`src/rtl/mem_port_arbiter.sv`:
```
// Two-port memory arbiter: a fetch port (read-only, word aligned) and a data
// port (read/write) share one byte-addressed memory with registered read data.
// Data wins by default; fetch is forced through after STARVE_LIMIT denied cycles.
module mem_port_arbiter #(
    parameter int STARVE_LIMIT = 3
) (
    input  logic        clk,
    input  logic        rst,

    input  logic        fetch_req,
    input  logic [4:0]  fetch_addr,
    output logic        fetch_gnt,
    output logic        fetch_rvalid,
    output logic [31:0] fetch_rdata,

    input  logic        data_req,
    input  logic        data_we,
    input  logic [4:0]  data_addr,
    input  logic [31:0] data_wdata,
    output logic        data_gnt,
    output logic        data_rvalid,
    output logic [31:0] data_rdata,
    output logic        data_err,

    output logic        mem_read,
    output logic        mem_write,
    output logic [4:0]  mem_addr,
    output logic [31:0] mem_wdata,
    input  logic [31:0] mem_rdata
);

    typedef enum logic [1:0] {
        OWN_NONE  = 2'd0,
        OWN_FETCH = 2'd1,
        OWN_DATA  = 2'd2
    } owner_t;

    localparam logic [3:0] LIMIT = 4'(STARVE_LIMIT);

    logic [3:0]  starve_cnt;
    owner_t      owner_q;
    owner_t      owner_d;
    logic        err_q;
    logic [31:0] fetch_hold;
    logic [31:0] data_hold;
    logic        fetch_wins;
    logic        data_misaligned;

    // Fetch ignores the byte offset; only the word index reaches memory.
    logic [1:0]  unused_fetch_offset;
    assign unused_fetch_offset = fetch_addr[1:0];

    // Arbitration and memory command; a misaligned data access is granted
    // (so the requester moves on) but never reaches the memory.
    always_comb begin
        fetch_gnt       = 1'b0;
        data_gnt        = 1'b0;
        mem_read        = 1'b0;
        mem_write       = 1'b0;
        mem_addr        = 5'd0;
        mem_wdata       = 32'd0;
        owner_d         = OWN_NONE;
        data_misaligned = (data_addr[1:0] != 2'b00);
        fetch_wins      = fetch_req && (!data_req || (starve_cnt == LIMIT));

        if (!rst) begin
            if (fetch_wins) begin
                fetch_gnt = 1'b1;
                mem_read  = 1'b1;
                mem_addr  = {fetch_addr[4:2], 2'b00};
                owner_d   = OWN_FETCH;
            end else if (data_req) begin
                data_gnt = 1'b1;
                if (!data_misaligned) begin
                    mem_addr = data_addr;
                    if (data_we) begin
                        mem_write = 1'b1;
                        mem_wdata = data_wdata;
                    end else begin
                        mem_read = 1'b1;
                        owner_d  = OWN_DATA;
                    end
                end
            end
        end
    end

    // Starvation counter, response owner tag, error pulse and read-data holding registers.
    always_ff @(posedge clk) begin
        if (rst) begin
            starve_cnt <= 4'd0;
            owner_q    <= OWN_NONE;
            err_q      <= 1'b0;
            fetch_hold <= 32'd0;
            data_hold  <= 32'd0;
        end else begin
            if (fetch_req && !fetch_gnt) begin
                if (starve_cnt != LIMIT) begin
                    starve_cnt <= starve_cnt + 4'd1;
                end
            end else begin
                starve_cnt <= 4'd0;
            end
            owner_q <= owner_d;
            err_q   <= data_gnt && data_misaligned;
            if (fetch_rvalid) begin
                fetch_hold <= mem_rdata;
            end
            if (data_rvalid) begin
                data_hold <= mem_rdata;
            end
        end
    end

    // Responses are masked during reset so a read launched just before reset
    // never surfaces.
    assign fetch_rvalid = !rst && (owner_q == OWN_FETCH);
    assign data_rvalid  = !rst && (owner_q == OWN_DATA);
    assign data_err     = !rst && err_q;
    assign fetch_rdata  = fetch_rvalid ? mem_rdata : fetch_hold;
    assign data_rdata   = data_rvalid  ? mem_rdata : data_hold;

endmodule
```
`config.mk`:
```
export PLATFORM = sky130hd
export DESIGN_NAME = mem_port_arbiter
export DESIGN_NICKNAME = d
export VERILOG_FILES = /design/src/rtl/mem_port_arbiter.sv
export SDC_FILE = /design/constraint.sdc
export NUM_CORES = 1
export LEC_CHECK = 0
export CAP_MARGIN = 5
export CORE_MARGIN = 10
export CORE_UTILIZATION = 60
export DETAILED_ROUTE_END_ITERATION = 7
export DONT_BUFFER_PORTS = 1
export GPL_ROUTABILITY_DRIVEN = 0
export PLACE_DENSITY = 0.87
export SLEW_MARGIN = 10
export SYNTH_ARGS = -nofsm -noshare
export SYNTH_HDL_FRONTEND = slang
export SYNTH_SLANG_ARGS = --single-unit
```
`constraint.sdc`:
```
create_clock -name clk -period 2.2 [get_ports clk]
set_input_delay 0.33 -clock clk [delete_from_list [all_inputs] [get_ports clk]]
set_output_delay 0.33 -clock clk [all_outputs]
set_load 0.005 [all_outputs]
```
======== Word-level counts from Yosys, hierarchy flattened ========
Cells that the tools add are included.
word-level totals
  register bits ........................... 71
  input port bits ......................... 79
operators by class
  add/sub/neg operators ................... 1
  equal/unequal tests ..................... 4
  multiplexer cells ....................... 30
  bitwise logic cells ..................... 2
  reduce and logical (&&, ||, !) cells .... 13
operator list
  cell                                                                      count
  32-bit two-way mux                                                        7
  5-bit two-way mux                                                         4
  1-bit two-way mux                                                         18
  1-bit logical AND                                                         6
  4-bit by 1-bit adder with 4-bit output (second input constant)            1
  4-bit by 2-bit equality test with 1-bit output (second input constant)    1
  4-bit by 2-bit inequality test with 1-bit output (second input constant)  1
  4-bit OR reduction                                                        1
  1-bit logical NOT                                                         3
  2-bit by 1-bit equality test with 1-bit output (second input constant)    1
  2-bit equality test (second input constant)                               1
  2-bit two-way mux                                                         1
  1-bit inverter                                                            2
  2-bit nonzero test                                                        1
  2-bit OR reduction                                                        1
  1-bit logical OR                                                          1

======== Longest topological paths before layout ========
  word-level depth ........................ 9
  mapped depth ............................ 5

======== Worst setup path after synthesis ========
No wires, ideal clock.
  path kind ............................... input-to-output
  start ................................... input rst
  end ..................................... output mem_wdata[13]
  arrival time ............................ 1.545 ns
  required time ........................... 1.870 ns
  setup slack ............................. 0.325 ns
  stages .................................. 5
  cell sequence ........................... buf_6 -> or4b_4 -> nor3b_4 -> buf_6 -> and2_1
on the way
  longest elaborated chain between the ends .. 1
RTL lines
  item                line  source
  from (decl)         8     input logic rst,
  32-bit two-way mux  66    if (!rst) begin
  to (decl)           28    output logic [31:0] mem_wdata,
Every way passes these cells.

======== Final worst setup path ========
  start ................................... register starve_cnt[0]
  end ..................................... output mem_wdata[21]
on the way
  longest elaborated chain between the ends .. 5
RTL lines
  item                                            line  source
  from (decl)                                     40    logic [3:0] starve_cnt;
  from (signal assigned)                          99    starve_cnt <= starve_cnt + 4'd1;
  4-bit by 2-bit equality test with 1-bit output  64    fetch_wins = fetch_req && (!data_req || (starve_cnt == LIMIT));
  1-bit logical OR                                64
  1-bit logical AND                               64
  32-bit two-way mux                              67    if (fetch_wins) begin
  32-bit two-way mux                              66
Every way passes these cells.

==> key figures <==
Yosys
  – Area leader, netlist: dfxtp_1
  – EDFF count, synth: 0
  – Synth Register Bits: between 70 and 80
  – Syn avg cell area: approximately 11 um2
  – Post-synth cell types: 30
  – Most frequent cell after synthesis: dfxtp_1
  – Most frequent cells after synthesis: dfxtp_1 (71), nor2b_1 (67), mux2_2 (64)
  – Top cell type's share of synthesized area: a little under half
  – Main synth FF type: dfxtp_1
  – Yosys synthesis warning count: 0
  – Asr flop ratio synth: 0%
  – Seq/Total Area, Yosys: about 46%
  – Syn Inst Count: roughly 280
  – Top cells by area, synth: dfxtp_1 (46%), mux2_2 (23%), nor2b_1 (13%), and2_1 (6.4%), buf_6 (1.4%)
  – Mapped Area: slightly above 3000 um2

Global route
  – All-layer global routing usage: ~17%
  – Vias in the first global route: about 2000
  – First-pass GRT wire length: between 10 and 15 mm
  – Initial antenna violation count: 0
  – Largest net degree at the start of global routing: between 70 and 80
  – Global route overflow: 0

Cells and area
  – Register area: around 1400 um2
  – Antenna cells: 0
  – Syn-to-layout area delta: 9.14%
  – Share of layout cells above drive strength 1: between 30% and 40%
  – Final nets: about 360
  – Area of the multi-input gates: about 1600 um2
  – Fillers: 420

STA
  – Hold WS: 0.0677 ns
  – Tmin final: ~2.1 ns
  – Final Skew: between 0.007 and 0.008 ns
  – Final Max Slew Viols: 0
  – Fin crit share: 95.2%
  – Sum Neg Setup Slack: 0 ns
  – Worst-Margin Slew: approximately 0.49 ns
  – Final-report setup violation count: 0
  – Highest clock rate: 0.477 GHz
  – Unrepaired setup endpoints after global routing: false
  – Hold Vio Cnt, Final: 0
  – Slew HR: 66.7%

Power
  – Lkg Pwr: between 1 and 1.5 nW
  – P per Cell Area: ~700 nW/um2
  – Max VDD drop: 0.546 mV

Setup path
  – CP max FO: 15
  – Startpoint types: flop
  – Capturing element type of the critical path: output pin
  – WP data arrival: between 1.5 and 2 ns
  – Worst EP required: around 1.9 ns
  – Crit Path Category: flop to output pin

Placed design
  – Detailed placement HPWL: roughly 6 mm
  – Port bufs: 0

Outcome
  – Status: finished clean

Clock network
  – Cts hold-fix bufs: 0
  – CTS root buffer: clkbuf_8
  – Clock Pin Slew Worst Setup and Hold Paths: about 0.07 ns
  – CTS tree: built
  – Post-CTS Setup Bufs: 0
  – H-Tree Depth: 3
  – Worst skew pair latency: ~0.33 ns
  – Clock sink count: between 70 and 80
  – Clk buf depth: 2
  – Number of CTS-inserted buffers: 9

Floorplan
  – Die Footprint: between 8000 and 9000 um2
  – Core ar.: just over 5000 um2
  – Die height: 92.0 um
  – IO Count: around 190
  – # rows: 26
  – Die width: roughly 92 um
  – Initial Utilization: 61.2%

Routing
  – Detailed Routing Iterations Pass 1: 4
  – WL/cell: between 20 and 25 um
  – Vias: 1952
  – Post-route ant nets: 0
  – Wirelength, routed: between 7 and 8 mm
  – DRC: 0
  – DR vias/cell: roughly 5.5
  – Initial DRC count: 75

Flow run
  – Max_cap viols: 0

Min path
  – Hold Path Class: primary input to flop
## repair_timing
item                                    4_1_cts  5_1_grt
gates resized for setup                       2        6
endpoints found under the setup margin        3       35
gates cloned                                  0        1
pin swaps                                     0        1
## worst max-delay path, cell delays in order, from the launching register on
cell	delay, ns
dfxtp_1	0.32
ha_1	0.23
and4bb_4	0.24
nor3b_4	0.28
clkbuf_16	0.21
and2_1	0.16
## state kept, by name, indices dropped and copies added, names as in the netlist
register and cells:
err_q 1, data_hold 32, fetch_hold 32, starve_cnt 4, owner_q 2
## final timing paths
check / end / start / cells past startpoint / slack (ns)
worst max-delay path: mem_wdata[21] / starve_cnt[0] / 5 / 0.10
worst min-delay path: fetch_hold[4] / rst / 1 / 0.07
worst max register to register: data_hold[31] / owner_q[1] / 4 / 0.63
worst min register to register: starve_cnt[0] / starve_cnt[0] / 1 / 0.45
## where the power goes
part / internal, W / leakage, nW / switching [W]
logic: 0.0000558 / 0.714 / 0.0000486
registers: 0.00130 / 0.574 / 0.00000526
clock network: 0.000520 / 0.0960 / 0.000453
total: 0.00188 / 1.38 / 0.000507
## cell families (layout without fill, tap and decap cells)
kind of cell	Yosys count	in the layout	share of synthesized area, %
AND/OR/NAND/NOR	114	114	24.0
adder cells (fa/ha/maj)	1	1	0.403
other	1	2	0.121
buffers and inverters	21	24	3.99
flip-flops	71	71	45.7
XOR/XNOR	2	2	0.564
multiplexers	64	64	23.2
AO/OA/AOI/OAI	9	9	1.97
## layout by cell type (no fill, tap or decap), drive strengths merged, types with 2 or more instances in the layout
| cell type | count |
|---|---|
| a21oi | 3 |
| a22o | 2 |
| and2 | 32 |
| buf | 5 |
| clkbuf | 11 |
| clkinv | 4 |
| conb | 2 |
| dfxtp | 71 |
| inv | 2 |
| mux2 | 64 |
| nor2 | 4 |
| nor2b | 67 |
| nor3b | 4 |
## cell type report
type	count	area share [%]
Sequential cell	71	41.9
Clock buffer	10	3.76
Clock inverter	6	1.81
Inverter	2	0.221
Timing Repair Buffer	6	2.58
Tap cell	70	2.58
Multi-Input combinational cell	192	47.1
## through the flow
step | util [%] | cell area, um2 | worst slack (ns) | total power [W] | instances
after floorplan | - | 3110 | 0.325 | 0.00144 | 284
after global placement | 62.0 | 3150 | 0.273 | 0.00144 | 340
after detailed placement | 62.0 | 3150 | 0.236 | 0.00144 | 340
after CTS | 65.9 | 3350 | 0.00714 | 0.00242 | 356
after global routing | 66.8 | 3390 | 0.0101 | 0.00249 | 357
final | 66.8 | 3390 | 0.105 | 0.00239 | 357
## per-layer routing
| layer | vias up | track usage, % | part of all wire, % |
|---|---|---|---|
| li1 | 923 | - | - |
| met1 | 920 | 16.6 | 35 |
| met2 | 101 | 27.1 | 49 |
| met3 | 8 | 10.8 | 15 |
| met4 | 0 | 6.81 | 1.1 |
| met5 | - | 0 | 0 |
No activity file was read; power rests on OpenSTA's default activity.
